### src/rtl/ysyx_22051013_lsu_ctrl_if.sv
// Memory request/response bus between the LSU controller and the data memory.
// The LSU is the master: it issues one request at a time with valid/ready.
// The memory answers with a single-cycle response. The master always accepts that response.
interface ysyx_22051013_lsu_ctrl_if #(
    parameter int DATA_W = 64
);
    logic                  mem_req_valid;
    logic                  mem_req_ready;
    logic [DATA_W-1:0]     mem_req_addr;
    logic                  mem_req_wen;
    logic [DATA_W-1:0]     mem_req_wdata;
    logic [DATA_W/8-1:0]   mem_req_wmask;
    logic                  mem_resp_valid;
    logic [DATA_W-1:0]     mem_resp_rdata;

    modport master (
        output mem_req_valid,
        output mem_req_addr,
        output mem_req_wen,
        output mem_req_wdata,
        output mem_req_wmask,
        input  mem_req_ready,
        input  mem_resp_valid,
        input  mem_resp_rdata
    );

    modport slave (
        input  mem_req_valid,
        input  mem_req_addr,
        input  mem_req_wen,
        input  mem_req_wdata,
        input  mem_req_wmask,
        output mem_req_ready,
        output mem_resp_valid,
        output mem_resp_rdata
    );
endinterface

### src/rtl/ysyx_22051013_lsu_ctrl.sv
// Load/store unit controller. It takes one instruction at a time from EX/LS.
// For loads and stores it runs one memory transaction on the request bus.
// It then presents the completed result to LS/WB together with the forwarding value.
// Optional macro YSYX_22051013_LSU_MISALIGN_CHK_EN enables the misaligned-access checker.
// A misaligned h/w/d access skips the bus and completes with ls_misalign set.
// When the macro is undefined, ls_misalign stays 0.
module ysyx_22051013_lsu_ctrl #(
    parameter int DATA_W = 64
) (
    input  logic                 clk,
    input  logic                 rst,
    // upstream (EX/LS register)
    input  logic                 ex_valid,
    output logic                 ex_ready,
    input  logic [31:0]          ex_inst,
    input  logic [DATA_W-1:0]    ex_pc,
    input  logic [DATA_W-1:0]    ex_exu_res,
    input  logic [DATA_W-1:0]    ex_store_data,
    input  logic                 ex_mem_rd,
    input  logic                 ex_mem_wr,
    input  logic [2:0]           ex_mem_size,
    input  logic [1:0]           ex_wbctl,
    input  logic                 ex_rd_ena,
    input  logic [4:0]           ex_rd_addr,
    // memory bus
    ysyx_22051013_lsu_ctrl_if.master mem,
    // downstream (LS/WB register)
    input  logic                 wb_stall,
    output logic                 ls_out_valid,
    output logic [31:0]          ls_inst,
    output logic [DATA_W-1:0]    ls_pc,
    output logic [1:0]           ls_wbctl,
    output logic [DATA_W-1:0]    ls_exu_res,
    output logic                 ls_rd_ena,
    output logic [4:0]           ls_rd_addr,
    output logic [DATA_W-1:0]    ls_wbdata,
    output logic [DATA_W-1:0]    ls_data_forward,
    output logic                 ls_misalign
);
    localparam int MASK_W = DATA_W / 8;
    localparam int OFF_W  = $clog2(MASK_W);

    typedef enum logic [1:0] {IDLE, REQ, RESP, DONE} state_t;

    state_t state_reg, state_next;

    logic [31:0]         ls_inst_reg;
    logic [DATA_W-1:0]   ls_pc_reg;
    logic [1:0]          ls_wbctl_reg;
    logic [DATA_W-1:0]   ls_exu_res_reg;
    logic                ls_rd_ena_reg;
    logic [4:0]          ls_rd_addr_reg;
    logic [DATA_W-1:0]   ls_wbdata_reg;
    logic                misalign_reg;
    logic [DATA_W-1:0]   store_data_reg;
    logic                mem_rd_reg;
    logic                mem_wr_reg;
    logic [2:0]          mem_size_reg;

    logic                accept;
    logic                misaligned_in;
    logic                resp_take;
    logic [OFF_W-1:0]    off;
    logic [MASK_W-1:0]   base_mask;
    logic [DATA_W-1:0]   load_raw;
    logic [DATA_W-1:0]   load_ext;
    logic                in_req;

`ifdef YSYX_22051013_LSU_MISALIGN_CHK_EN
    logic [OFF_W-1:0]    ex_off;
    assign ex_off = ex_exu_res[OFF_W-1:0];

    // Flag an incoming memory op whose natural alignment is violated
    always_comb begin
        misaligned_in = 1'b0;
        if (ex_mem_rd || ex_mem_wr) begin
            case (ex_mem_size[1:0])
                2'b01:   misaligned_in = ex_off[0];
                2'b10:   misaligned_in = |ex_off[1:0];
                2'b11:   misaligned_in = |ex_off;
                default: misaligned_in = 1'b0;
            endcase
        end
    end
`else
    assign misaligned_in = 1'b0;
`endif

    // State register
    always_ff @(posedge clk) begin
        if (rst) begin
            state_reg <= IDLE;
        end else begin
            state_reg <= state_next;
        end
    end

    // Next-state logic and the upstream ready/accept decision
    always_comb begin
        state_next = state_reg;
        ex_ready   = 1'b0;
        accept     = 1'b0;
        resp_take  = 1'b0;
        case (state_reg)
            IDLE: begin
                ex_ready = !wb_stall;
                accept   = ex_valid && !wb_stall;
                if (accept) begin
                    state_next = ((ex_mem_rd || ex_mem_wr) && !misaligned_in) ? REQ : DONE;
                end
            end
            REQ: begin
                if (mem.mem_req_ready) begin
                    state_next = RESP;
                end
            end
            RESP: begin
                resp_take = mem.mem_resp_valid;
                if (mem.mem_resp_valid) begin
                    state_next = DONE;
                end
            end
            DONE: begin
                ex_ready = !wb_stall;
                accept   = ex_valid && !wb_stall;
                if (!wb_stall) begin
                    if (accept) begin
                        state_next = ((ex_mem_rd || ex_mem_wr) && !misaligned_in) ? REQ : DONE;
                    end else begin
                        state_next = IDLE;
                    end
                end
            end
            default: state_next = IDLE;
        endcase
    end

    // Byte-lane alignment of the store data and mask, and extraction of the load data
    assign off      = ls_exu_res_reg[OFF_W-1:0];
    assign load_raw = mem.mem_resp_rdata >> {off, 3'b000};

    // Base byte mask for the access size; unsigned loads share the signed sizes
    always_comb begin
        case (mem_size_reg[1:0])
            2'b00:   base_mask = MASK_W'(8'h01);
            2'b01:   base_mask = MASK_W'(8'h03);
            2'b10:   base_mask = MASK_W'(8'h0F);
            default: base_mask = '1;
        endcase
    end

    // Sign- or zero-extend the shifted load word by funct3
    always_comb begin
        case (mem_size_reg)
            3'b000:  load_ext = {{(DATA_W-8){load_raw[7]}},   load_raw[7:0]};
            3'b001:  load_ext = {{(DATA_W-16){load_raw[15]}}, load_raw[15:0]};
            3'b010:  load_ext = {{(DATA_W-32){load_raw[31]}}, load_raw[31:0]};
            3'b100:  load_ext = {{(DATA_W-8){1'b0}},          load_raw[7:0]};
            3'b101:  load_ext = {{(DATA_W-16){1'b0}},         load_raw[15:0]};
            3'b110:  load_ext = {{(DATA_W-32){1'b0}},         load_raw[31:0]};
            default: load_ext = load_raw;
        endcase
    end

    // Request outputs are driven only while a request is pending, else held at 0
    assign in_req             = (state_reg == REQ);
    assign mem.mem_req_valid  = in_req;
    assign mem.mem_req_addr   = in_req ? {ls_exu_res_reg[DATA_W-1:OFF_W], {OFF_W{1'b0}}} : '0;
    assign mem.mem_req_wen    = in_req && mem_wr_reg;
    assign mem.mem_req_wdata  = in_req ? (store_data_reg << {off, 3'b000}) : '0;
    assign mem.mem_req_wmask  = in_req ? (base_mask << off) : '0;

    // Latch the instruction on accept and capture load data when the response arrives
    always_ff @(posedge clk) begin
        if (rst) begin
            ls_inst_reg    <= '0;
            ls_pc_reg      <= '0;
            ls_wbctl_reg   <= '0;
            ls_exu_res_reg <= '0;
            ls_rd_ena_reg  <= 1'b0;
            ls_rd_addr_reg <= '0;
            ls_wbdata_reg  <= '0;
            misalign_reg   <= 1'b0;
            store_data_reg <= '0;
            mem_rd_reg     <= 1'b0;
            mem_wr_reg     <= 1'b0;
            mem_size_reg   <= '0;
        end else begin
            if (accept) begin
                ls_inst_reg    <= ex_inst;
                ls_pc_reg      <= ex_pc;
                ls_wbctl_reg   <= ex_wbctl;
                ls_exu_res_reg <= ex_exu_res;
                ls_rd_ena_reg  <= ex_rd_ena && !ex_mem_wr && !misaligned_in;
                ls_rd_addr_reg <= ex_rd_addr;
                ls_wbdata_reg  <= '0;
                misalign_reg   <= misaligned_in;
                store_data_reg <= ex_store_data;
                mem_rd_reg     <= ex_mem_rd;
                mem_wr_reg     <= ex_mem_wr;
                mem_size_reg   <= ex_mem_size;
            end else if (state_reg == DONE && !wb_stall) begin
                misalign_reg   <= 1'b0;
            end
            if (resp_take && mem_rd_reg) begin
                ls_wbdata_reg  <= load_ext;
            end
        end
    end

    assign ls_out_valid    = (state_reg == DONE);
    assign ls_inst         = ls_inst_reg;
    assign ls_pc           = ls_pc_reg;
    assign ls_wbctl        = ls_wbctl_reg;
    assign ls_exu_res      = ls_exu_res_reg;
    assign ls_rd_ena       = ls_rd_ena_reg;
    assign ls_rd_addr      = ls_rd_addr_reg;
    assign ls_wbdata       = ls_wbdata_reg;
    assign ls_data_forward = mem_rd_reg ? ls_wbdata_reg : ls_exu_res_reg;
    assign ls_misalign     = misalign_reg;
endmodule

### src/flat_wrapper.sv
// flat-port wrapper written by rule: the top's interface ports become plain ports
module ysyx_22051013_lsu_ctrl_flat 
#(
    parameter int DATA_W = 64
)
  (clk, rst, ex_valid, ex_ready, ex_inst, ex_pc, ex_exu_res, ex_store_data, ex_mem_rd, ex_mem_wr, ex_mem_size, ex_wbctl, ex_rd_ena, ex_rd_addr, wb_stall, ls_out_valid, ls_inst, ls_pc, ls_wbctl, ls_exu_res, ls_rd_ena, ls_rd_addr, ls_wbdata, ls_data_forward, ls_misalign, mem_mem_req_valid, mem_mem_req_addr, mem_mem_req_wen, mem_mem_req_wdata, mem_mem_req_wmask, mem_mem_req_ready, mem_mem_resp_valid, mem_mem_resp_rdata);
  ysyx_22051013_lsu_ctrl_if #(.DATA_W(DATA_W)) mem_i ();
  input  logic clk;
  input  logic rst;
  input  logic ex_valid;
  output logic ex_ready;
  input  logic [31:0] ex_inst;
  input  logic [DATA_W-1:0] ex_pc;
  input  logic [DATA_W-1:0] ex_exu_res;
  input  logic [DATA_W-1:0] ex_store_data;
  input  logic ex_mem_rd;
  input  logic ex_mem_wr;
  input  logic [2:0] ex_mem_size;
  input  logic [1:0] ex_wbctl;
  input  logic ex_rd_ena;
  input  logic [4:0] ex_rd_addr;
  input  logic wb_stall;
  output logic ls_out_valid;
  output logic [31:0] ls_inst;
  output logic [DATA_W-1:0] ls_pc;
  output logic [1:0] ls_wbctl;
  output logic [DATA_W-1:0] ls_exu_res;
  output logic ls_rd_ena;
  output logic [4:0] ls_rd_addr;
  output logic [DATA_W-1:0] ls_wbdata;
  output logic [DATA_W-1:0] ls_data_forward;
  output logic ls_misalign;
  output wire logic [$bits(mem_i.mem_req_valid)-1:0] mem_mem_req_valid;
  output wire logic [$bits(mem_i.mem_req_addr)-1:0] mem_mem_req_addr;
  output wire logic [$bits(mem_i.mem_req_wen)-1:0] mem_mem_req_wen;
  output wire logic [$bits(mem_i.mem_req_wdata)-1:0] mem_mem_req_wdata;
  output wire logic [$bits(mem_i.mem_req_wmask)-1:0] mem_mem_req_wmask;
  input wire logic [$bits(mem_i.mem_req_ready)-1:0] mem_mem_req_ready;
  input wire logic [$bits(mem_i.mem_resp_valid)-1:0] mem_mem_resp_valid;
  input wire logic [$bits(mem_i.mem_resp_rdata)-1:0] mem_mem_resp_rdata;
  assign mem_mem_req_valid = mem_i.mem_req_valid;
  assign mem_mem_req_addr = mem_i.mem_req_addr;
  assign mem_mem_req_wen = mem_i.mem_req_wen;
  assign mem_mem_req_wdata = mem_i.mem_req_wdata;
  assign mem_mem_req_wmask = mem_i.mem_req_wmask;
  assign mem_i.mem_req_ready = mem_mem_req_ready;
  assign mem_i.mem_resp_valid = mem_mem_resp_valid;
  assign mem_i.mem_resp_rdata = mem_mem_resp_rdata;
  ysyx_22051013_lsu_ctrl #(.DATA_W(DATA_W)) u_core (.clk(clk), .rst(rst), .ex_valid(ex_valid), .ex_ready(ex_ready), .ex_inst(ex_inst), .ex_pc(ex_pc), .ex_exu_res(ex_exu_res), .ex_store_data(ex_store_data), .ex_mem_rd(ex_mem_rd), .ex_mem_wr(ex_mem_wr), .ex_mem_size(ex_mem_size), .ex_wbctl(ex_wbctl), .ex_rd_ena(ex_rd_ena), .ex_rd_addr(ex_rd_addr), .mem(mem_i), .wb_stall(wb_stall), .ls_out_valid(ls_out_valid), .ls_inst(ls_inst), .ls_pc(ls_pc), .ls_wbctl(ls_wbctl), .ls_exu_res(ls_exu_res), .ls_rd_ena(ls_rd_ena), .ls_rd_addr(ls_rd_addr), .ls_wbdata(ls_wbdata), .ls_data_forward(ls_data_forward), .ls_misalign(ls_misalign));
endmodule
### config.mk
export PLATFORM = sky130hd
export DESIGN_NAME = ysyx_22051013_lsu_ctrl_flat
export DESIGN_NICKNAME = d
export VERILOG_FILES = /design/src/rtl/ysyx_22051013_lsu_ctrl_if.sv /design/src/rtl/ysyx_22051013_lsu_ctrl.sv /design/src/flat_wrapper.sv
export SDC_FILE = /design/constraint.sdc
export NUM_CORES = 1
export LEC_CHECK = 0
export CAP_MARGIN = 10
export CORE_AREA = 2 2 293 295
export CTS_CLUSTER_SIZE = 12
export DETAILED_ROUTE_END_ITERATION = 6
export DIE_AREA = 0 0 295 297
export PLACE_DENSITY = 0.48
export REMOVE_ABC_BUFFERS = 1
export SLEW_MARGIN = 20
export SYNTH_ARGS = -nofsm -noshare
export SYNTH_HDL_FRONTEND = slang
export SYNTH_SLANG_ARGS = --single-unit
export TNS_END_PERCENT = 5
### constraint.sdc
create_clock -name clk -period 2.42 [get_ports clk]
set_input_delay 0.605 -clock clk [delete_from_list [all_inputs] [get_ports clk]]
set_output_delay 0.605 -clock clk [all_outputs]
set_load 0.005 [all_outputs]
==> PnR_summary.wiki, run 1 <==
{| class="wikitable"
! Metric !! Value
|-
| Run status || finished with violations
|-
| Violations in the final reports || setup timing
|-
| Share of total power consumed by net switching || roughly a third
|-
| Final net count || between 3000 and 4000
|-
| Power Total || about 0.02 W
|-
| Sequential fraction of design power || between 30 and 40%
|-
| Layout area overhead || 79.27%
|-
| Antenna Nets Post-Route || 0
|-
| Worst slack at placement || -0.7005 ns
|-
| First-pass iteration count of the detailed router || 5
|-
| Adder-cell share of the synthesized area || less than 1%
|-
| Die Footprint || around 0.088 mm2
|-
| Top cell type's share of synthesized area || 38.62%
|-
| Int Pwr || 0.01297 W
|-
| Data arrival at the endpoint of the critical path || 2.23 ns
|-
| Multiplexer share of the synthesized area || between 10% and 20%
|-
| Required time reported for the critical path endpoint || around 1.8 ns
|-
| Fraction of power consumed by the clock network || between 30 and 40%
|-
| Ys async rst share || 0%
|-
| Highest achievable clock rate || about 350 MHz
|-
| Setup repair after global routing missed its margin || true
|-
| Kind of start point of the critical path || flip-flop
|-
| FF+latch area || approximately 0.0061 mm2
|-
| Footprint of the multi-input gates || around 0.0094 mm2
|-
| Clock buffer count from CTS || 42
|-
| Synth Area in Compound Gates || 17.81%
|-
| Count of final setup violators || ~180
|-
| Period Utilization, post-route || 117.0%
|-
| Count of unresolved DRC violations after routing || 0
|-
| Largest area contributor in the synthesized netlist || sky130_fd_sc_hd__dfxtp_1
|-
| WL/cell || 21.42 um
|-
| H-tree Lvls || 2
|-
| Initial antenna violation count || 34
|-
| Net switching power || between 0.006 and 0.007 W
|-
| Cell area after synthesis || approximately 0.016 mm2
|-
| Reported max-cap violation count || 0
|-
| Number of warnings reported in the yosys synthesis log || 0
|-
| Most frequently used flop master after synthesis || sky130_fd_sc_hd__dfxtp_1
|-
| Root buffer selected by CTS || sky130_fd_sc_hd__clkbuf_16
|-
| Capturing element type of the critical path || output port
|-
| Largest family of logic cells by synthesized area || simple AND/OR/NAND/NOR gates
|-
| Final Hold Vio Count || 0
|-
| Number of hold buffers added after cts || 0
|-
| Relative max-transition margin || 52.50%
|-
| Highest fanout seen on the critical path || 6
|-
| Gpl congestion || roughly 0.83
|-
| Placeable Area || roughly 0.084 mm2
|-
| Std-Cell Rows || 107
|-
| Share of final-layout standard cells stronger than drive strength 1 || between 20% and 30%
|-
| Cell count after placement || just under 4000
|-
| Synthesized flop and latch total || ~300
|-
| Leak pwr || approximately 11 nW
|-
| Largest vdd supply drop || approximately 390 uV
|-
| Number of sinks on the clock net || about 300
|-
| Synthesized-area fraction occupied by and/or/nand/nor cells || between 20% and 30%
|-
| Wire length reported by the detailed router || around 86 mm
|-
| Overall via count from detail_route || about 18000
|-
| Sequential area share after synthesis || 38.62%
|-
| Final setup margin || -0.4125 ns
|-
| Mean Syn Cell Area || ~8 um2
|-
| Number of global-route vias before repair || between 15000 and 20000
|-
| Power density normalized to cell area || a little under 700 mW/mm2
|-
| Initial Utilization || between 10% and 20%
|-
| Final-layout worst hold slack || ~0.45 ns
|-
| Total global routing track utilization || a little under a fifth
|-
| Biggest area contributors in the synthesized netlist || sky130_fd_sc_hd__dfxtp_1 39%, sky130_fd_sc_hd__nand2_1 13%, sky130_fd_sc_hd__a21oi_1 9.7%
|-
| Post-synth cell types || between 50 and 60
|-
| DR vias/cell || approximately 4.4
|-
| Post-synthesis share of cell area spent on xor and xnor gates || 0%
|-
| Clock transition at path regs || ~0.060 ns
|-
| Maximum clock insertion buffer count || 3
|-
| Number of enable flip-flop cells after synthesis || 0
|-
| Worst skew pair latency || roughly 0.58 ns
|-
| Maximum clock skew at final layout || 0.01331 ns
|-
| Die extent in x || ~300 um
|-
| First-pass GRT wire length || about 120 mm
|-
| Number of DRC violations after detailed-routing iteration 0 || approximately 1000
|-
| Combinational Power Share || 38.0%
|-
| Number of I/O port buffers || between 700 and 800
|-
| Gate Count Post-Synth || ~2000
|-
| Sum of net half-perimeters after detailed placement || around 65 mm
|-
| Final-layout fill cell count || ~9000
|-
| Max Transition Viols Final || 0
|-
| Kind of path behind the tightest hold check || flip-flop to flip-flop
|-
| Largest net degree at the start of global routing || about 130
|-
| Pin slew with the least headroom to its limit || 0.7125 ns
|-
| Overflow after GRT || 0
|-
| I/O pin count || 744
|-
| Setup CP Type || flip-flop to output port
|-
| Number of non-filler instances in the completed layout || approximately 4000
|-
| Clock period minus final worst setup slack || 2.832 ns
|-
| CTS tree || yes
|-
| Die height || ~300 um
|}
## power groups by stage
stage	sequential (W)	clock [W]	combinational [W]
3_5_place_dp	0.00616	0	0.00658
4_1_cts	0.00604	0.00631	0.00732
6_report	0.00605	0.00608	0.00742
3_3_place_gp	0.00615	0	0.00658
5_1_grt	0.00612	0.00649	0.00795
2_1_floorplan	0.00620	0	0.00255
## metal layers
layer  share of wire, %  routed length (um)  up-vias  track usage, %
met5               0.25                 213        -               0
met4                2.5                2140       34           5.904
met3                6.7                5731      128           4.752
met2                 49               41780      556           31.76
met1                 42               35790     8562           22.90
li1                   -                   -     8448               -
## synthesized netlist by cell type (all sizes together), types with 3 or more instances
cell	number
nand2	548
nor2	90
nor3	10
ha	5
o21ai	68
and3	11
o22ai	16
nand3	5
dfxtp	303
a21oi	305
a311oi	8
or2	3
o211ai	7
buf	45
a22oi	18
nor2b	13
a2bb2oi	3
nand2b	7
mux4	43
mux2	82
a211oi	23
mux2i	81
a221oi	3
inv	6
and2	82
clkbuf	128
a22o	9
a32oi	5
o2bb2ai	3
or3	5
## final timing paths
check        depth (start not counted)                         startpoint  slack (ns)                                 to
max                                  7  u_core.ls_exu_res[0]$_SDFFE_PP0P_       -0.41              mem_mem_req_wdata[55]
min                                  2     u_core.mem_wr_reg$_SDFFE_PP0P_        0.45     u_core.mem_wr_reg$_SDFFE_PP0P_
max reg2reg                         11  u_core.ls_exu_res[0]$_SDFFE_PP0P_       -0.11  u_core.ls_wbdata[56]$_SDFFE_PP0P_
min reg2reg                          2     u_core.mem_wr_reg$_SDFFE_PP0P_        0.45     u_core.mem_wr_reg$_SDFFE_PP0P_
## repair_timing
action                                  in CTS  in global routing
setup buffers                               45                 12
endpoints found under the hold margin        0                  0
cloned                                       9                  3
endpoints found under the setup margin     237                245
gates resized for setup                    492                164
pin swaps                                   32                 19
## per-stage QoR
step | util, % | area, um2 | setup TNS [ns]
after detailed placement | 30.33 | 25620 | -31.86
after floorplan | - | 14970 | -1227.45
after CTS | 32.95 | 27830 | -66.99
after global routing | 33.31 | 28140 | -56.97
after global placement | 30.33 | 25620 | -28.86
final | 33.33 | 28150 | -40.64
## kinds of logic after synthesis
kind of cell    Yosys count
simple gates            780
fa+ha+maj                 5
buf+inv                 180
compound gates          480
other cells               1
flops                   303
mux                     206
## worst max-delay path, stage by stage (launching register included)
cell	delay (ns)
sky130_fd_sc_hd__dfxtp_4	0.42
sky130_fd_sc_hd__buf_12	0.16
sky130_fd_sc_hd__buf_12	0.12
sky130_fd_sc_hd__buf_6	0.09
sky130_fd_sc_hd__mux4_2	0.52
sky130_fd_sc_hd__mux2i_1	0.15
sky130_fd_sc_hd__nor2_1	0.05
sky130_fd_sc_hd__buf_2	0.14
## cells in the final DEF (no fill, tap or decap), drive strengths merged, types with 2 or more instances in the layout
master,instances
nor2,90
nand2,548
o22ai,16
dfxtp,303
o22a,2
or2,3
clkbuf,96
a22oi,18
a32oi,5
and3,11
ha,5
o2bb2ai,3
a21oi,305
mux4,43
buf,299
nor4,2
a311oi,8
mux2,82
conb,4
dlymetal6s2s,9
mux2i,81
nand2b,7
o211ai,7
clkinv,12
a221oi,3
clkdlybuf4s15,16
nor3,10
clkdlybuf4s50,587
dlygate4sd2,28
a2bb2oi,3
diode,16
o21ai,68
inv,10
bufbuf,3
or3,5
nor2b,13
and2,82
nand3,5
a211oi,23
a22o,9
## layout make-up
cell class                 count  area share [%]
timing repair buffer         981           34.87
multi-input combinational   1475           33.47
sequential                   303           21.61
tap                         1144           5.084
clock buffer                  57           4.186
clock inverter                16          0.4800
inverter                       7          0.1555
antenna                       16          0.1422
No activity file was read; power rests on OpenSTA's default activity.
==> inputs of run 2 (changes only) <==
--- a/config.mk
+++ b/config.mk
@@ -11,9 +11,9 @@
 export DETAILED_ROUTE_END_ITERATION = 6
 export DIE_AREA = 0 0 295 297
 export PLACE_DENSITY = 0.48
+export RECOVER_POWER = 100
 export REMOVE_ABC_BUFFERS = 1
 export SLEW_MARGIN = 20
 export SYNTH_ARGS = -nofsm -noshare
 export SYNTH_HDL_FRONTEND = slang
 export SYNTH_SLANG_ARGS = --single-unit
-export TNS_END_PERCENT = 5
==> PnR_summary.wiki, run 2 (synthesis gave the netlist of run 1 again) <==
{| class="wikitable"
! Metric !! Value
|-
| Run status || finished with violations
|-
| Violations in the final reports || setup timing
|-
| WL/cell || 21.73 um (+1.4%)
|-
| Post-detailed-placement cell area || 0.02562 mm2 (unchanged)
|-
| Stage delay of the slowest cell on the critical path || 0.51 ns (about the same)
|-
| Std-Cell Rows || 107 (unchanged)
|-
| Overflow after GRT || 0 (unchanged)
|-
| Max Transition Viols Final || 0 (unchanged)
|-
| Capturing element type of the critical path || output port
|-
| Required time reported for the critical path endpoint || 1.81 ns (about the same)
|-
| First-pass GRT wire length || 124.8 mm (+2.5%)
|-
| Period Utilization, post-route || 116.3% (-0.71 points)
|-
| Total non-filler cell area in the finished layout || 0.02972 mm2 (+5.6%)
|-
| Number of DRC violations after detailed-routing iteration 0 || 941 (-6.6%)
|-
| Power Total || 0.02053 W (+5.0%)
|-
| Final net count || 3226 (+3.3%)
|-
| Clock period minus final worst setup slack || 2.815 ns (-0.01713 ns)
|-
| Number of I/O port buffers || 739 (unchanged)
|-
| Core Util, Final || 35.18% (+1.9 points)
|-
| Commonest non-fill, non-tap cells in the layout || 544 x sky130_fd_sc_hd__nand2_1, 331 x sky130_fd_sc_hd__clkdlybuf4s50_1, 299 x sky130_fd_sc_hd__dfxtp_1
|-
| Die extent in x || 295 um (unchanged)
|-
| H-tree Lvls || 2 (unchanged)
|-
| Leak pwr || 12.16 nW (+15%)
|-
| Overall via count from detail_route || 18290 (+3.2%)
|-
| Number of global-route vias before repair || 17800 (+2.1%)
|-
| Placeable Area || 0.08448 mm2 (unchanged)
|-
| Pin slew with the least headroom to its limit || 0.7108 ns (-0.001721 ns)
|-
| Clock transition at path regs || 0.06 ns (about the same)
|-
| Cell repeated most along the worst path || sky130_fd_sc_hd__buf_12
|-
| Initial Utilization || 18.59% (unchanged)
|-
| CTS tree || yes
|-
| Worst skew pair latency || 0.58 ns (about the same)
|-
| Gpl congestion || 0.8282 (unchanged)
|-
| Largest vdd supply drop || 399.1 uV (+1.5%)
|-
| Worst reg2reg path depth || 11 (unchanged)
|-
| Number of sinks on the clock net || 303 (unchanged)
|-
| Reported max-cap violation count || 0 (unchanged)
|-
| Highest achievable clock rate || 355.2 MHz (+0.61%)
|-
| Antenna Nets Post-Route || 0 (unchanged)
|-
| Final setup margin || -0.3953 ns (+0.01713 ns)
|-
| Maximum clock insertion buffer count || 3 (unchanged)
|-
| Slowest library cell on the worst path || sky130_fd_sc_hd__mux4_2
|-
| Highest fanout seen on the critical path || 5 (-1)
|-
| Power density normalized to cell area || 690.8 mW/mm2 (-0.50%)
|-
| Root buffer selected by CTS || sky130_fd_sc_hd__clkbuf_16
|-
| Most frequent standard cell in the layout excluding fill and tap cells || sky130_fd_sc_hd__nand2_1
|-
| Initial antenna violation count || 38 (+12%)
|-
| Final Hold Vio Count || 0 (unchanged)
|-
| Kind of start point of the critical path || flip-flop
|-
| Clock buffer count from CTS || 42 (unchanged)
|-
| Layout area overhead || 89.23%
|-
| DR vias/cell || 4.457 (+0.53%)
|-
| First-pass iteration count of the detailed router || 5 (unchanged)
|-
| Sum of net half-perimeters after detailed placement || 64.65 mm (unchanged)
|-
| Worst hold path cell count || 2 (unchanged)
|-
| Count of unresolved DRC violations after routing || 0 (unchanged)
|-
| Number of hold buffers added after cts || 0 (unchanged)
|-
| Maximum clock skew at final layout || 0.01401 ns (+0.0007035 ns)
|-
| Die Footprint || 0.08762 mm2 (unchanged)
|-
| Worst slack at placement || -0.7005 ns (unchanged)
|-
| Final-layout worst hold slack || 0.4476 ns (-0.002066 ns)
|-
| I/O pin count || 744 (unchanged)
|-
| Count of final setup violators || 277 (+56%)
|-
| Ordered cell list for the critical path || buf_12 -> buf_12 -> buf_6 -> mux4_2 -> mux2i_1 -> nor2_1 -> buf_2
|-
| Setup CP Type || flip-flop to output port
|-
| Setup repair after global routing missed its margin || true
|-
| Die height || 297 um (unchanged)
|-
| Share of final-layout standard cells stronger than drive strength 1 || 30.72% (+7.5 points)
|-
| Data arrival at the endpoint of the critical path || 2.21 ns (-0.02 ns)
|-
| Largest net degree at the start of global routing || 133 (unchanged)
|-
| Relative max-transition margin || 52.61% (+0.11 points)
|-
| Kind of path behind the tightest hold check || flip-flop to flip-flop
|-
| Wire length reported by the detailed router || 89.19 mm (+4.1%)
|-
| Total global routing track utilization || 19.18% (+0.50 points)
|}
run 2: worst max-delay path, delay by kind of cell, from the launching register on:
| family | cells | cell delay [ns] |
|---|---|---|
| buffers and inverters | 4 | 0.50 |
| DFF | 1 | 0.41 |
| muxes | 2 | 0.66 |
| and+or+nand+nor | 1 | 0.05 |
run 2: per-layer routing:
layer,part of all wire (%),wire length (um),GRT usage (%)
met2,49,43860,32.86
met4,2.4,2120,5.612
met1,41,36430,23.34
met5,0.26,229,0
met3,7.3,6551,5.126
run 2: timing repair:
action                                  in CTS  in global routing
pin swaps                                   44                 60
resized for setup                          758                436
setup buffers                              107                 66
endpoints found under the setup margin     237                244
cloned                                      16                 10
run 2: cell type report:
class,instances,area [um2]
fillers,8893,54760
flip-flops and latches,303,6078
repair buffers,1085,11060
clock inverters,16,135.1
diodes,18,45.04
multi-input cells,1475,9744
inverters,7,41.29
well taps,1144,1431
clock buffers,57,1179
run 2: path summary, 6_finish.rpt:
path	start	endpoint	slack [ns]
max	u_core.ls_exu_res[0]$_SDFFE_PP0P_	mem_mem_req_wdata[55]	-0.40
min reg2reg	u_core.ls_inst[5]$_SDFFE_PP0P_	u_core.ls_inst[5]$_SDFFE_PP0P_	0.45
max reg2reg	u_core.state_reg[1]$_SDFFE_PP0P_	u_core.ls_pc[8]$_SDFFE_PP0P_	-0.21
min	u_core.ls_inst[5]$_SDFFE_PP0P_	u_core.ls_inst[5]$_SDFFE_PP0P_	0.45
run 2: power by group:
group / switching [W] / internal [W] / total [W]
Sequential: 0.000495 / 0.00553 / 0.00602
Clock: 0.00256 / 0.00353 / 0.00609
Combinational: 0.00389 / 0.00452 / 0.00841
run 2: per-stage QoR:
stage / instances / TNS, ns
floorplan: 1785 / -1227.45
global placement: 3844 / -28.86
detailed placement: 3844 / -31.86
CTS: 4038 / -54.64
global route: 4098 / -84.61
finish: 4105 / -42.04
==> inputs of run 3 (changes only) <==
--- a/config.mk
+++ b/config.mk
@@ -6,10 +6,10 @@
 export NUM_CORES = 1
 export LEC_CHECK = 0
 export CAP_MARGIN = 10
-export CORE_AREA = 2 2 293 295
+export CORE_AREA = 2 2 287 289
 export CTS_CLUSTER_SIZE = 12
 export DETAILED_ROUTE_END_ITERATION = 6
-export DIE_AREA = 0 0 295 297
+export DIE_AREA = 0 0 289 291
 export PLACE_DENSITY = 0.48
 export RECOVER_POWER = 100
 export REMOVE_ABC_BUFFERS = 1
==> constraint.sdc (replaced) <==
create_clock -name clk -period 3.05 [get_ports clk]
set_input_delay 0.7625 -clock clk [delete_from_list [all_inputs] [get_ports clk]]
set_output_delay 0.7625 -clock clk [all_outputs]
set_load 0.005 [all_outputs]
==> PnR_summary.wiki, run 3 (synthesis gave the netlist of run 1 again) <==
{| class="wikitable"
! Metric !! Value
|-
| Die extent in x || 289 um (-2.0%)
|-
| Violations in the final reports || setup timing
|-
| Largest vdd supply drop || 338.1 uV (-15%)
|-
| Number of hold buffers added after cts || 0 (unchanged)
|-
| Pin slew with the least headroom to its limit || 1.143 ns (+0.4320 ns)
|-
| Run status || finished with violations
|-
| Data arrival at the endpoint of the critical path || 2.34 ns (+0.13 ns)
|-
| I/O pin count || 744 (unchanged)
|-
| CTS tree || yes
|-
| Maximum clock skew at final layout || 0.02085 ns (+0.006839 ns)
|-
| Period Utilization, post-route || 101.7%
|-
| Final Hold Vio Count || 0 (unchanged)
|-
| Initial antenna violation count || 16 (-58%)
|-
| Wire length reported by the detailed router || 85.92 mm (-3.7%)
|-
| Highest fanout seen on the critical path || 9 (+4)
|-
| Final net count || 3037 (-5.9%)
|-
| Capturing element type of the critical path || output port
|-
| Total negative slack for setup checks || -0.1887 ns (+41.85 ns)
|-
| Number of global-route vias before repair || 17350 (-2.5%)
|-
| Final setup margin || -0.05243 ns (+0.3429 ns)
|-
| Die Footprint || 0.08410 mm2 (-4.0%)
|-
| Count of unresolved DRC violations after routing || 0 (unchanged)
|-
| Number of sinks on the clock net || 303 (unchanged)
|-
| First-pass iteration count of the detailed router || 5 (unchanged)
|-
| Total global routing track utilization || 19.13% (-0.046 points)
|-
| Power Total || 0.01516 W (-26%)
|-
| Overall via count from detail_route || 17570 (-4.0%)
|-
| Kind of path behind the tightest hold check || primary input to flip-flop
|-
| Maximum clock insertion buffer count || 3 (unchanged)
|-
| Most frequent standard cell in the layout excluding fill and tap cells || sky130_fd_sc_hd__nand2_1
|-
| Count of final setup violators || 8 (-97%)
|-
| Number of DRC violations after detailed-routing iteration 0 || 1054 (+12%)
|-
| RR Startpoint || u_core.ls_exu_res[0]$_SDFFE_PP0P_
|-
| WL/cell || 22.43 um (+3.3%)
|-
| H-tree Lvls || 2 (unchanged)
|-
| Setup CP Type || flip-flop to output port
|-
| Clock period minus final worst setup slack || approximately 3.1 ns
|-
| Largest net degree at the start of global routing || 159 (+20%)
|-
| Share of final-layout standard cells stronger than drive strength 1 || 16.63% (-14 points)
|-
| Std-Cell Rows || 105 (-1.9%)
|-
| Count of buffering cells on the critical path with inverters included || 4 (unchanged)
|-
| Max Transition Viols Final || 0 (unchanged)
|-
| Highest achievable clock rate || between 300 and 400 MHz
|-
| Total non-filler cell area in the finished layout || 0.02717 mm2 (-8.6%)
|-
| Launching instance or port of the critical path || u_core.ls_exu_res[0]$_SDFFE_PP0P_
|-
| Root buffer selected by CTS || sky130_fd_sc_hd__clkbuf_16
|-
| First-pass GRT wire length || 120.3 mm (-3.7%)
|-
| Layout area overhead || 72.98%
|-
| Setup repair after global routing missed its margin || true
|-
| Power density normalized to cell area || 558.1 mW/mm2 (-19%)
|-
| DR vias/cell || 4.587 (+2.9%)
|-
| Relative max-transition margin || 23.81% (-29 points)
|-
| Post-detailed-placement cell area || 0.02457 mm2 (-4.1%)
|-
| Overflow after GRT || 0 (unchanged)
|-
| Antenna Nets Post-Route || 0 (unchanged)
|-
| Clock transition at path regs || 0.05 ns (about the same)
|-
| Final-layout worst hold slack || 0.4239 ns (-0.02369 ns)
|-
| Slowest library cell on the worst path || sky130_fd_sc_hd__mux2_2
|-
| Gpl congestion || 0.8893 (+7.4%)
|-
| Worst path top cell family by delay || buffers and inverters
|-
| Required time reported for the critical path endpoint || 2.29 ns (+0.48 ns)
|-
| Sum of net half-perimeters after detailed placement || 62.12 mm (-3.9%)
|-
| Commonest non-fill, non-tap cells in the layout || 546 x sky130_fd_sc_hd__nand2_1, 381 x sky130_fd_sc_hd__clkdlybuf4s50_1, 297 x sky130_fd_sc_hd__a21oi_1, 297 x sky130_fd_sc_hd__dfxtp_1, 231 x sky130_fd_sc_hd__dlygate4sd3_1
|-
| Ordered cell list for the critical path || buf_12 -> buf_4 -> buf_12 -> mux2_2 -> nor2_2 -> a21oi_2 -> mux2i_1 -> nor2_1 -> dlygate4sd2_1
|-
| Worst skew pair latency || 0.57 ns (about the same)
|-
| Placeable Area || 0.08119 mm2 (-3.9%)
|-
| Reported max-cap violation count || 0 (unchanged)
|-
| Die height || 291 um (-2.0%)
|-
| Kind of start point of the critical path || flip-flop
|-
| Clock buffer count from CTS || 41 (-2.4%)
|-
| Number of I/O port buffers || 739 (unchanged)
|-
| Core Util, Final || 33.46% (-1.7 points)
|-
| Cell repeated most along the worst path || sky130_fd_sc_hd__buf_12
|-
| Stage delay of the slowest cell on the critical path || 0.37 ns (-0.14 ns)
|-
| Initial Utilization || 19.34% (+0.75 points)
|-
| Hold_sp || rst
|-
| Leak pwr || 11.58 nW (-4.8%)
|}
run 3: changes by cell type in the layout (fill, tap and decap cells not counted), sizes merged, moves of 2 or more:
| cell | delta |
|---|---|
| buf | -328 |
| clkdlybuf4s50 | +50 |
| dlymetal6s2s | +48 |
| dlygate4sd3 | +28 |
| dlygate4sd2 | +20 |
| diode | -12 |
| clkbuf | -9 |
| clkinv | -8 |
| dlymetal6s4s | +5 |
| clkdlybuf4s25 | +4 |
| bufbuf | -2 |
run 3: cell type report:
class	count	area [um2]
Clock inverter	10	111.4
Sequential cell	303	6088
Clock buffer	62	1247
Multi-Input combinational cell	1475	9171
Antenna cell	6	15.01
Timing Repair Buffer	897	9163
Tap cell	1070	1339
Inverter	7	31.28
Fill cell	8391	54020
run 3: path summary, 6_finish.rpt:
path,slack [ns],end,cells past startpoint
max,-0.05,mem_mem_req_wdata[59],9
min reg2reg,0.45,u_core.mem_wr_reg$_SDFFE_PP0P_,2
max reg2reg,0.05,u_core.ls_wbdata[37]$_SDFFE_PP0P_,7
min,0.42,u_core.ls_wbdata[23]$_SDFFE_PP0P_,2
run 3: report_power, final:
| part | switching, W | total, W | leakage, nW | internal, W |
|---|---|---|---|---|
| sequential | 0.000412 | 0.00481 | 2.47 | 0.00439 |
| combinational | 0.00275 | 0.00541 | 8.44 | 0.00266 |
| clock | 0.00196 | 0.00495 | 0.670 | 0.00298 |
run 3: timing repair:
item | CTS | global route
setup endpoints to repair | 181 | 108
gates cloned | 7 | 7
gates resized for setup | 162 | 149
pin swaps | 2 | 7
setup buffers | 25 | 40
run 3: per-layer routing:
metal / track usage (%) / share of wire (%) / up-vias / wire length, um
met5: 0 / 0.11 / - / 93
met4: 4.740 / 2.3 / 14 / 2007
met1: 24.12 / 41 / 8501 / 35400
li1: - / - / 8260 / -
met2: 33.29 / 50 / 682 / 42540
met3: 3.582 / 6.8 / 112 / 5883
run 3: through the flow:
| step | cells | worst slack, ns |
|---|---|---|
| 3_3_place_gp | 3676 | -0.2945 |
| 2_1_floorplan | 1785 | -4.950 |
| 5_1_grt | 3827 | -0.1422 |
| 6_report | 3830 | -0.05243 |
| 3_5_place_dp | 3676 | -0.3304 |
| 4_1_cts | 3780 | -0.2371 |
